===== src/rtl/mdu_alu_seq.sv =====
// Handshaked EX-stage ALU: single-cycle logic/arith/shift ops plus iterative multiply/divide.
// Define ALU_SIGNED_MD_EN to enable signed DIV (op 14) and REM (op 15).
module mdu_alu_seq #(
    parameter int WIDTH = 32,
    parameter int SHW   = $clog2(WIDTH)
) (
    input  logic             clk,
    input  logic             rst_n,
    input  logic             flush,
    input  logic             in_valid,
    output logic             in_ready,
    input  logic [WIDTH-1:0] A,
    input  logic [WIDTH-1:0] B,
    input  logic [3:0]       ALU_Ctr,
    output logic             out_valid,
    input  logic             out_ready,
    output logic [WIDTH-1:0] res,
    output logic             zero,
    output logic             overflow
);
    localparam int CW = SHW + 1;

    typedef enum logic [1:0] {IDLE, BUSY, DONE} state_e;

    state_e           state_q, state_d;
    logic [WIDTH-1:0] res_q, res_d, hi_q, hi_d, lo_q, lo_d, opd_q, opd_d;
    logic             zero_q, zero_d, ovf_q, ovf_d;
    logic [CW-1:0]    cnt_q, cnt_d;
    logic [3:0]       op_q, op_d;
`ifdef ALU_SIGNED_MD_EN
    logic             q_neg_q, q_neg_d, r_neg_q, r_neg_d, sovf_q, sovf_d;
`endif

    logic [SHW-1:0]   shamt;
    logic [WIDTH-1:0] alu_res, hi_it, lo_it, fin_res;
    logic             alu_ovf, in_multi, fin_ovf;
    logic [WIDTH:0]   mul_sum, rem_sh;
    logic             rem_ge;

    assign shamt = B[SHW-1:0];

    always_comb begin
        alu_res = '0;
        alu_ovf = 1'b0;
        case (ALU_Ctr)
            4'd0: alu_res = A & B;
            4'd1: alu_res = A | B;
            4'd2: begin
                alu_res = A + B;
                alu_ovf = (A[WIDTH-1] == B[WIDTH-1]) && (alu_res[WIDTH-1] != A[WIDTH-1]);
            end
            4'd3: alu_res = A ^ B;
            4'd4: alu_res = ~(A | B);
            4'd5: alu_res = A >> shamt;
            4'd6: begin
                alu_res = A - B;
                alu_ovf = (A[WIDTH-1] != B[WIDTH-1]) && (alu_res[WIDTH-1] != A[WIDTH-1]);
            end
            4'd7: alu_res = {{(WIDTH-1){1'b0}}, $signed(A) < $signed(B)};
            4'd8: alu_res = A << shamt;
            4'd9: alu_res = $unsigned($signed(A) >>> shamt);
            default: ;
        endcase
    end

    always_comb begin
        in_multi = ALU_Ctr inside {4'd10, 4'd11, 4'd12, 4'd13};
`ifdef ALU_SIGNED_MD_EN
        if (ALU_Ctr inside {4'd14, 4'd15}) in_multi = 1'b1;
`endif
    end

    // Shared iteration datapath. Multiply: hi = accumulator, lo = multiplier shifting out.
    // Divide: hi = partial remainder, lo = dividend shifting out / quotient shifting in.
    always_comb begin
        mul_sum = {1'b0, hi_q} + (lo_q[0] ? {1'b0, opd_q} : '0);
        rem_sh  = {hi_q, lo_q[WIDTH-1]};
        rem_ge  = rem_sh >= {1'b0, opd_q};
        if (op_q inside {4'd10, 4'd11}) begin
            {hi_it, lo_it} = {mul_sum, lo_q[WIDTH-1:1]};
        end else begin
            hi_it = rem_ge ? WIDTH'(rem_sh - {1'b0, opd_q}) : rem_sh[WIDTH-1:0];
            lo_it = {lo_q[WIDTH-2:0], rem_ge};
        end
    end

    always_comb begin
        fin_res = hi_it;
        fin_ovf = 1'b0;
        case (op_q)
            4'd10, 4'd12: fin_res = lo_it;
`ifdef ALU_SIGNED_MD_EN
            // Sign fix-up is folded into the last iteration so latency matches the unsigned ops.
            4'd14: begin
                fin_res = q_neg_q ? -lo_it : lo_it;
                fin_ovf = sovf_q;
            end
            4'd15: begin
                fin_res = r_neg_q ? -hi_it : hi_it;
                fin_ovf = sovf_q;
            end
`endif
            default: ;
        endcase
    end

    // NOTE: every _d gets its hold value first, so no path through this block can infer a latch.
    always_comb begin
        state_d = state_q;
        res_d   = res_q;
        ovf_d   = ovf_q;
        cnt_d   = cnt_q;
        hi_d    = hi_q;
        lo_d    = lo_q;
        opd_d   = opd_q;
        op_d    = op_q;
`ifdef ALU_SIGNED_MD_EN
        q_neg_d = q_neg_q;
        r_neg_d = r_neg_q;
        sovf_d  = sovf_q;
`endif
        if (flush) begin
            state_d = IDLE;
        end else begin
            case (state_q)
                IDLE: begin
                    if (in_valid && in_multi) begin
                        state_d = BUSY;
                        cnt_d   = CW'(WIDTH);
                        op_d    = ALU_Ctr;
                        hi_d    = '0;
                        if (ALU_Ctr inside {4'd10, 4'd11}) begin
                            lo_d  = B;
                            opd_d = A;
                        end else begin
                            lo_d  = A;
                            opd_d = B;
                        end
`ifdef ALU_SIGNED_MD_EN
                        if (ALU_Ctr inside {4'd14, 4'd15}) begin
                            lo_d    = A[WIDTH-1] ? -A : A;
                            opd_d   = B[WIDTH-1] ? -B : B;
                            q_neg_d = (A[WIDTH-1] ^ B[WIDTH-1]) && (B != '0);
                            r_neg_d = A[WIDTH-1];
                            sovf_d  = (A == {1'b1, {(WIDTH-1){1'b0}}}) && (&B);
                        end
`endif
                    end else if (in_valid) begin
                        state_d = DONE;
                        res_d   = alu_res;
                        ovf_d   = alu_ovf;
                    end
                end
                BUSY: begin
                    hi_d  = hi_it;
                    lo_d  = lo_it;
                    cnt_d = cnt_q - 1'b1;
                    if (cnt_q == CW'(1)) begin
                        state_d = DONE;
                        res_d   = fin_res;
                        ovf_d   = fin_ovf;
                    end
                end
                DONE: if (out_ready) state_d = IDLE;
                default: state_d = IDLE;
            endcase
        end
        zero_d = (res_d == '0);
    end

    // NOTE: state updates use non-blocking assignments so every flop samples pre-edge values.
    always_ff @(posedge clk) begin
        if (!rst_n) begin
            state_q <= IDLE;
            res_q   <= '0;
            zero_q  <= 1'b1;
            ovf_q   <= 1'b0;
            cnt_q   <= '0;
            hi_q    <= '0;
            lo_q    <= '0;
            opd_q   <= '0;
            op_q    <= '0;
`ifdef ALU_SIGNED_MD_EN
            q_neg_q <= 1'b0;
            r_neg_q <= 1'b0;
            sovf_q  <= 1'b0;
`endif
        end else begin
            state_q <= state_d;
            res_q   <= res_d;
            zero_q  <= zero_d;
            ovf_q   <= ovf_d;
            cnt_q   <= cnt_d;
            hi_q    <= hi_d;
            lo_q    <= lo_d;
            opd_q   <= opd_d;
            op_q    <= op_d;
`ifdef ALU_SIGNED_MD_EN
            q_neg_q <= q_neg_d;
            r_neg_q <= r_neg_d;
            sovf_q  <= sovf_d;
`endif
        end
    end

    assign in_ready  = (state_q == IDLE);
    assign out_valid = (state_q == DONE);
    assign res       = res_q;
    assign zero      = zero_q;
    assign overflow  = ovf_q;

endmodule


===== config.mk =====
export PLATFORM = sky130hd
export DESIGN_NAME = mdu_alu_seq
export DESIGN_NICKNAME = d
export VERILOG_FILES = /design/src/rtl/mdu_alu_seq.sv
export SDC_FILE = /design/constraint.sdc
export NUM_CORES = 1
export LEC_CHECK = 0
export ABC_AREA = 1
export BUFFER_PORTS_ARGS = -buffer_cell sky130_fd_sc_hd__buf_4
export CORE_UTILIZATION = 29
export CTS_CLUSTER_DIAMETER = 200
export DETAILED_ROUTE_END_ITERATION = 10
export MAX_ROUTING_LAYER = met4
export PLACE_DENSITY = 0.43
export SLEW_MARGIN = 20
export SYNTH_ARGS = -nofsm -noshare
export SYNTH_HDL_FRONTEND = slang
export SYNTH_SLANG_ARGS = --single-unit

===== constraint.sdc =====
create_clock -name clk -period 3.8 [get_ports clk]
set_clock_uncertainty 0.15 [all_clocks]
set_input_delay 0.76 -clock clk [delete_from_list [all_inputs] [get_ports clk]]
set_output_delay 0.76 -clock clk [all_outputs]
set_load 0.05 [all_outputs]

==> metrics.log, run 1 <==
[metrics] run status: complete, no violations
[metrics] main area contributors after synthesis: nand2_1, dfxtp_1, nand3_1, ha_1, inv_1
[metrics] via count: 31300
[metrics] Max Clock Freq: 279 MHz
[metrics] clock-pin transition on the worst setup and hold timing paths: 70 ps
[metrics] violation count after the first detailed-route iteration: 3017
[metrics] met2 layer wire length in the routed design: 66500 um
[metrics] top flip-flop cell by instance count after synthesis: dfxtp_1
[metrics] worst voltage drop across the vdd grid: 384 uV
[metrics] class of the most critical setup path: in -> reg
[metrics] TritonCTS Buffers: 17
[metrics] total routing usage reported by global routing: 36.2%
[metrics] number of antenna violations at the first check in global routing: 8
[metrics] cell family with the largest share of critical-path delay: simple AND/OR/NAND/NOR gates
[metrics] average cell area after synthesis: 5.36 um2
[metrics] global-route wire length before repair: 206000 um
[metrics] final worst setup slack: 210 ps
[metrics] initial core utilization: 29.5%
[metrics] die footprint: 0.0803 mm2
[metrics] number of remaining DRC errors: 0
[metrics] max-cap violations: 0
[metrics] CP endpoint kind: register
[metrics] total length of routed met3 wires: 7490 um
[metrics] area fraction of the dominant cell type after synthesis: 21.5%
[metrics] uppermost routed layer: met4
[metrics] number of clock sinks: 142
[metrics] fraction of layout instances using a drive strength above 1: 20.2%
[metrics] master cell of the clock root buffer: clkbuf_16
[metrics] signal arrival time at the worst endpoint: 3870 ps
[metrics] required time at the endpoint of the critical path: 4080 ps
[metrics] wire length on met1: 60800 um
[metrics] CTS max path bufs: 2
[metrics] most common cell in the netlist: nand2_1
[metrics] detail-routed net length per standard cell: 24.3 um
[metrics] areal power density over the cells: 255 mW/mm2
[metrics] Worst Setup Slack post-DPL: -371 ps
[metrics] Syn-to-layout area delta: 33.1%
[metrics] largest fanout on the critical path: 6
[metrics] final core area utilization: 39.3%
[metrics] startpoint class of the critical path: input port
[metrics] number of hold buffers added after CTS: 0
[metrics] Syn Inst Count: 4281
[metrics] Synth Warn #: 0
[metrics] total grt overflow: 0
[metrics] clock latency on the worst-skew pair: 490 ps
[metrics] highest-delay cell along the critical path: ha_1
[metrics] number of enable-type register cells in the synthesized netlist: 0
[metrics] number of iterations in the first detailed-routing pass: 6
[metrics] gp weighted congestion: 1.03
[metrics] buffers plus inverters on the worst setup path: 4
[metrics] core region area: 0.0778 mm2
[metrics] via count of the first global-routing pass: 30100
[metrics] cell seen most often among critical-path stages: nand2_1
[metrics] unique cell type count in the Yosys netlist: 61
[metrics] die outline width: 283 um
[metrics] final worst-path cycle share: 94.5%
[metrics] row count: 102
[metrics] Seq cells post-synth: 142
[metrics] maximum number of pins on one net before global-route repair: 76
[metrics] Final Hold Vio Count: 0
[metrics] top cell type by total area after synthesis: nand2_1
[metrics] summed instance area of the synthesized netlist: 0.0230 mm2
[metrics] final total negative setup slack: 0 ps
[metrics] fill cell total of the finished layout: 8960
[metrics] TritonCTS clock tree: yes
[metrics] number of slew-limit violations in the final report: 0
[metrics] most frequent cells after synthesis: nand2_1, inv_1, nand3_1, nor2_1, a21oi_1
[metrics] fraction of the yosys area taken by sequential cells: 12.4%
[metrics] transition time at the pin with the least slew margin: 835 ps
[metrics] die height: 283 um
[metrics] normalized max-slew margin: 44.4%
[metrics] syn nets: 4524
[metrics] reported leakage power: 0.0156 uW
[metrics] path category of the worst min-delay check: reg -> reg
[metrics] Final min period: 3590 ps
[metrics] Port-buffer cells: 108
[metrics] total I/O pin count: 109
[metrics] total power: 7790 uW
[metrics] cell breakdown of the critical path: buf_4 -> inv_1 -> ha_1 -> a21oi_1 -> o21ai_0 -> buf_4 -> a21oi_1 -> nand2_1 -> buf_4 -> o21ai_0 -> nand4_1 -> nand2_1 -> nand2_1 -> nand2_1 -> nand2_1 -> nor2_1 -> nand2_1 -> nor2_1 -> nand2_1 -> o21bai_2
[metrics] vias per cell: 5.27
[metrics] dpl hpwl: 123000 um
[metrics] share of synthesized registers carrying an async set or reset: 0%
[metrics] total of endpoints with negative setup slack in the final report: 0
[metrics] Post-layout nets: 5125
[metrics] maximum single-stage delay on the critical path: 460 ps
[metrics] wirelength, routed: 145000 um
[metrics] level count of the clock H-tree: 4
[metrics] Post-DRT Antenna Nets: 0
[through the flow]
stage	hold WS, ps	instance area (um2)	cells
6_report	330	30600	5938
3_3_place_gp	312	29500	5902
4_1_cts	332	30100	5934
2_1_floorplan	276	23000	4281
5_1_grt	349	30600	5938
3_5_place_dp	321	29500	5902
[tightest hold or removal path, stage by stage (launching register included)]
cell and delay [ps]:
dfxtp_1 310, nand2_1 60, a21oi_1 60
[area by class of cell]
cell class	instances	area, um2	share of cell area, %
diodes	3	7.51	0.0246
clock buffers	17	425	1.39
clock inverters	15	221	0.725
inverters	537	2020	6.61
multi-input cells	3405	17700	57.8
flip-flops and latches	142	2840	9.30
well taps	1040	1300	4.26
repair buffers	779	6090	19.9
[registers in the layout, indices dropped and copies added (netlist names)]
| name | count |
|---|---|
| cnt_q | 6 |
| hi_q | 32 |
| lo_q | 32 |
| op_q | 4 |
| opd_q | 32 |
| overflow | 1 |
| res | 32 |
| state_q | 2 |
| zero | 1 |
[kinds of logic after synthesis]
group | after synthesis | synth area share, %
xor gates and xnor gates | 17 | 0.648
buffers and inverters | 734 | 12.7
adders and majority gates | 170 | 9.40
and+or+nand+nor | 2418 | 44.9
DFF | 142 | 12.4
AOI/OAI and AO/OA | 786 | 19.4
muxes | 14 | 0.610
[worst paths after layout]
path              slack, ps                    end                   from  cells after the start
setup / recovery        210        zero$_SDFF_PN1_                  A[10]                     20
hold / removal          330  overflow$_SDFFE_PN0P_  overflow$_SDFFE_PN0P_                      2
setup reg to reg        230        zero$_SDFF_PN1_  opd_q[6]$_SDFFE_PN0P_                     23
hold reg to reg         330  overflow$_SDFFE_PN0P_  overflow$_SDFFE_PN0P_                      2
[placed cells by master (no fill, tap or decap), types with 84 or more instances in the layout]
| cell type | count |
|---|---|
| a211oi_1 | 84 |
| a21oi_1 | 331 |
| buf_4 | 759 |
| dfxtp_1 | 142 |
| ha_1 | 155 |
| inv_1 | 518 |
| nand2_1 | 1277 |
| nand3_1 | 456 |
| nand4_1 | 101 |
| nor2_1 | 388 |
| o21ai_0 | 219 |
[report_power, final]
group          total [uW]  internal (uW)  switching, uW  leakage (uW)
logic                4240           1490           2750        0.0141
clock network        1960           1070            887      0.000314
registers            1590           1540           46.0       0.00115
total                7790           4100           3690        0.0156
[metal layers]
metal,global-route usage [%],vias up
li1,-,15300
met3,3.95,278
met4,20.3,0
met2,59.0,1103
met1,43.3,14600
met5,-,-
[repair_timing]
action	in CTS	in global routing
gates resized for setup	0	113
setup endpoints to repair	0	7
setup buffers	0	1
Note: power is estimated with default switching activity, not from simulation.
==> inputs of run 2 (changes only) <==
Settings changed: BUFFER_PORTS_ARGS -buffer_cell sky130_fd_sc_hd__buf_4 to unset, DONT_BUFFER_PORTS set to 1, PLACE_DENSITY 0.43 to 0.42.
==> metrics.log, run 2 (synthesis gave the netlist of run 1 again) <==
[metrics] Reg-to-Reg Start: lo_q[31]$_SDFFE_PN0P_
[metrics] total power: 7330 uW
[metrics] Post-layout nets: 4843
[metrics] clock latency on the worst-skew pair: 500 ps
[metrics] TritonCTS Buffers: 17
[metrics] max-cap violations: 0
[metrics] row count: 102
[metrics] class of the most critical setup path: reg -> reg
[metrics] Port-buffer cells: 0
[metrics] fill cell total of the finished layout: 8987
[metrics] worst voltage drop across the vdd grid: 337 uV
[metrics] signal arrival time at the worst endpoint: 3900 ps
[metrics] sequential cell area: 0.00284 mm2
[metrics] met3 demand-to-capacity share in global routing: 4.33%
[metrics] routing layer with the top usage in global route: met2
[metrics] master cell of the clock root buffer: clkbuf_16
[metrics] maximum number of pins on one net before global-route repair: 73
[metrics] global-route wire length before repair: 198000 um
[metrics] die height: 283 um
[metrics] total I/O pin count: 109
[metrics] total of endpoints with negative setup slack in the final report: 0
[metrics] clock-pin transition on the worst setup and hold timing paths: 70 ps
[metrics] Worst Hold Margin: 249 ps
[metrics] number of hold buffers added after CTS: 0
[metrics] most frequent standard cell in the layout excluding fill and tap cells: nand2_1
[metrics] number of slew-limit violations in the final report: 0
[metrics] routing usage on met2: 55.5%
[metrics] number of clock sinks: 142
[metrics] run status: complete, no violations
[metrics] startpoint class of the critical path: register
[metrics] initial core utilization: 29.5%
[metrics] total grt overflow: 0
[metrics] fraction of layout instances using a drive strength above 1: 15.0%
[metrics] die outline width: 283 um
[metrics] Post-DRT Antenna Nets: 0
[metrics] source of the critical timing path: lo_q[31]$_SDFFE_PN0P_
[metrics] largest fanout on the critical path: 4
[metrics] Final min period: 3620 ps
[metrics] reported leakage power: 0.0142 uW
[metrics] required time at the endpoint of the critical path: 4080 ps
[metrics] Syn-to-layout area delta: 23.3%
[metrics] launch point of the worst hold path: rst_n
[metrics] normalized max-slew margin: 38.1%
[metrics] violation count after the first detailed-route iteration: 2839
[metrics] number of remaining DRC errors: 0
[metrics] via count: 30100
[metrics] number of antenna violations at the first check in global routing: 2
[metrics] final worst-path cycle share: 95.4%
[metrics] via count of the first global-routing pass: 28700
[metrics] areal power density over the cells: 259 mW/mm2
[metrics] CTS max path bufs: 2
[metrics] TritonCTS clock tree: yes
[metrics] CP endpoint kind: register
[metrics] detail-routed net length per standard cell: 24.5 um
[metrics] die footprint: 0.0803 mm2
[metrics] path category of the worst min-delay check: in -> reg
[metrics] Max Clock Freq: 276 MHz
[metrics] Final Hold Vio Count: 0
[metrics] core region area: 0.0778 mm2
[metrics] number of iterations in the first detailed-routing pass: 6
[metrics] total routing usage reported by global routing: 34.7%
[metrics] capture point of the critical path: zero$_SDFF_PN1_
[metrics] gp weighted congestion: 1.09
[metrics] vias per cell: 5.33
[metrics] endpoint of the worst register-to-register path: zero$_SDFF_PN1_
[metrics] dpl hpwl: 117000 um
[metrics] transition time at the pin with the least slew margin: 926 ps
[metrics] GR met1 Demand/Resource: 42.7%
[metrics] worst reg2reg setup slack: 180 ps
[metrics] most used cells in the layout excluding fill and tap cells: nand2_1, inv_1, buf_4, nand3_1, nor2_1
[metrics] level count of the clock H-tree: 4
[metrics] wirelength, routed: 139000 um
[metrics] area occupied by multi-input gates: 0.0176 mm2
[metrics] cell count of the worst reg-to-reg path: 24
## run 2: cell count changes in the layout (fill, tap and decap cells not counted), sizes merged
cell and change:
bufinv -1, clkbuf +3, inv -3, diode -2
clkinv +1, buf -282
## run 2: critical path, stage by stage, from the launching register on
cell and delay [ps]:
dfxtp_1 310, inv_1 110, ha_2 230, inv_1 70, fa_1 450, nand3_1 120
nand3_1 100, nand2_1 80, nand3_1 120, buf_4 200, nand2_1 70, a21oi_1 60
nor2_1 200, nand2_2 90, nand3_2 110, nand2_1 70, nand2_2 140, nand2_1 160
nand2_1 120, nand2_1 90, nor2_1 110, nand2_1 60, nor2_1 100, nand3_1 100
o21bai_2 110
## run 2: area by class of cell
| class | count | area share, % |
|---|---|---|
| Antenna cell | 1 | 0.00884 |
| Clock buffer | 20 | 1.61 |
| Clock inverter | 12 | 0.526 |
| Inverter | 537 | 7.13 |
| Multi-Input combinational cell | 3405 | 62.1 |
| Sequential cell | 142 | 10.0 |
| Tap cell | 1040 | 4.60 |
| Timing Repair Buffer | 497 | 14.0 |
## run 2: through the flow
stage	cell area [um2]	TNS (ps)	setup WS, ps	utilization, %	instances
after floorplan	23000	0	200	-	4281
after global placement	27300	-253	-253	35.1	5617
after detailed placement	27300	-239	-239	35.1	5617
after CTS	28000	0	20.8	35.9	5649
after global routing	28300	-16.6	-16.6	36.4	5653
final	28300	0	176	36.4	5654
## run 2: worst min-delay path by stage
stage	to	slack (ps)	cells past startpoint
3_5_place_dp	op_q[0]$_SDFFE_PN0P_	310	2
2_1_floorplan	op_q[0]$_SDFFE_PN0P_	280	2
6_report	lo_q[28]$_SDFFE_PN0P_	250	2
5_1_grt	op_q[2]$_SDFFE_PN0P_	240	2
4_1_cts	lo_q[28]$_SDFFE_PN0P_	220	2
3_3_place_gp	op_q[0]$_SDFFE_PN0P_	310	2
## run 2: repair_timing
action,4_1_cts,5_1_grt
pin swaps,0,8
buffers inserted,0,4
resized for setup,4,89
endpoints found under the setup margin,1,4
## run 2: layer usage
metal,up-vias,wire [um]
li1,14700,-
met1,14000,58800
met2,1201,62900
met3,226,8620
met4,0,8380
met5,-,0
## run 2: power by group
part | internal (uW) | switching, uW | total [uW]
registers | 1540 | 99.2 | 1640
clock network | 1020 | 839 | 1860
logic | 1370 | 2460 | 3830
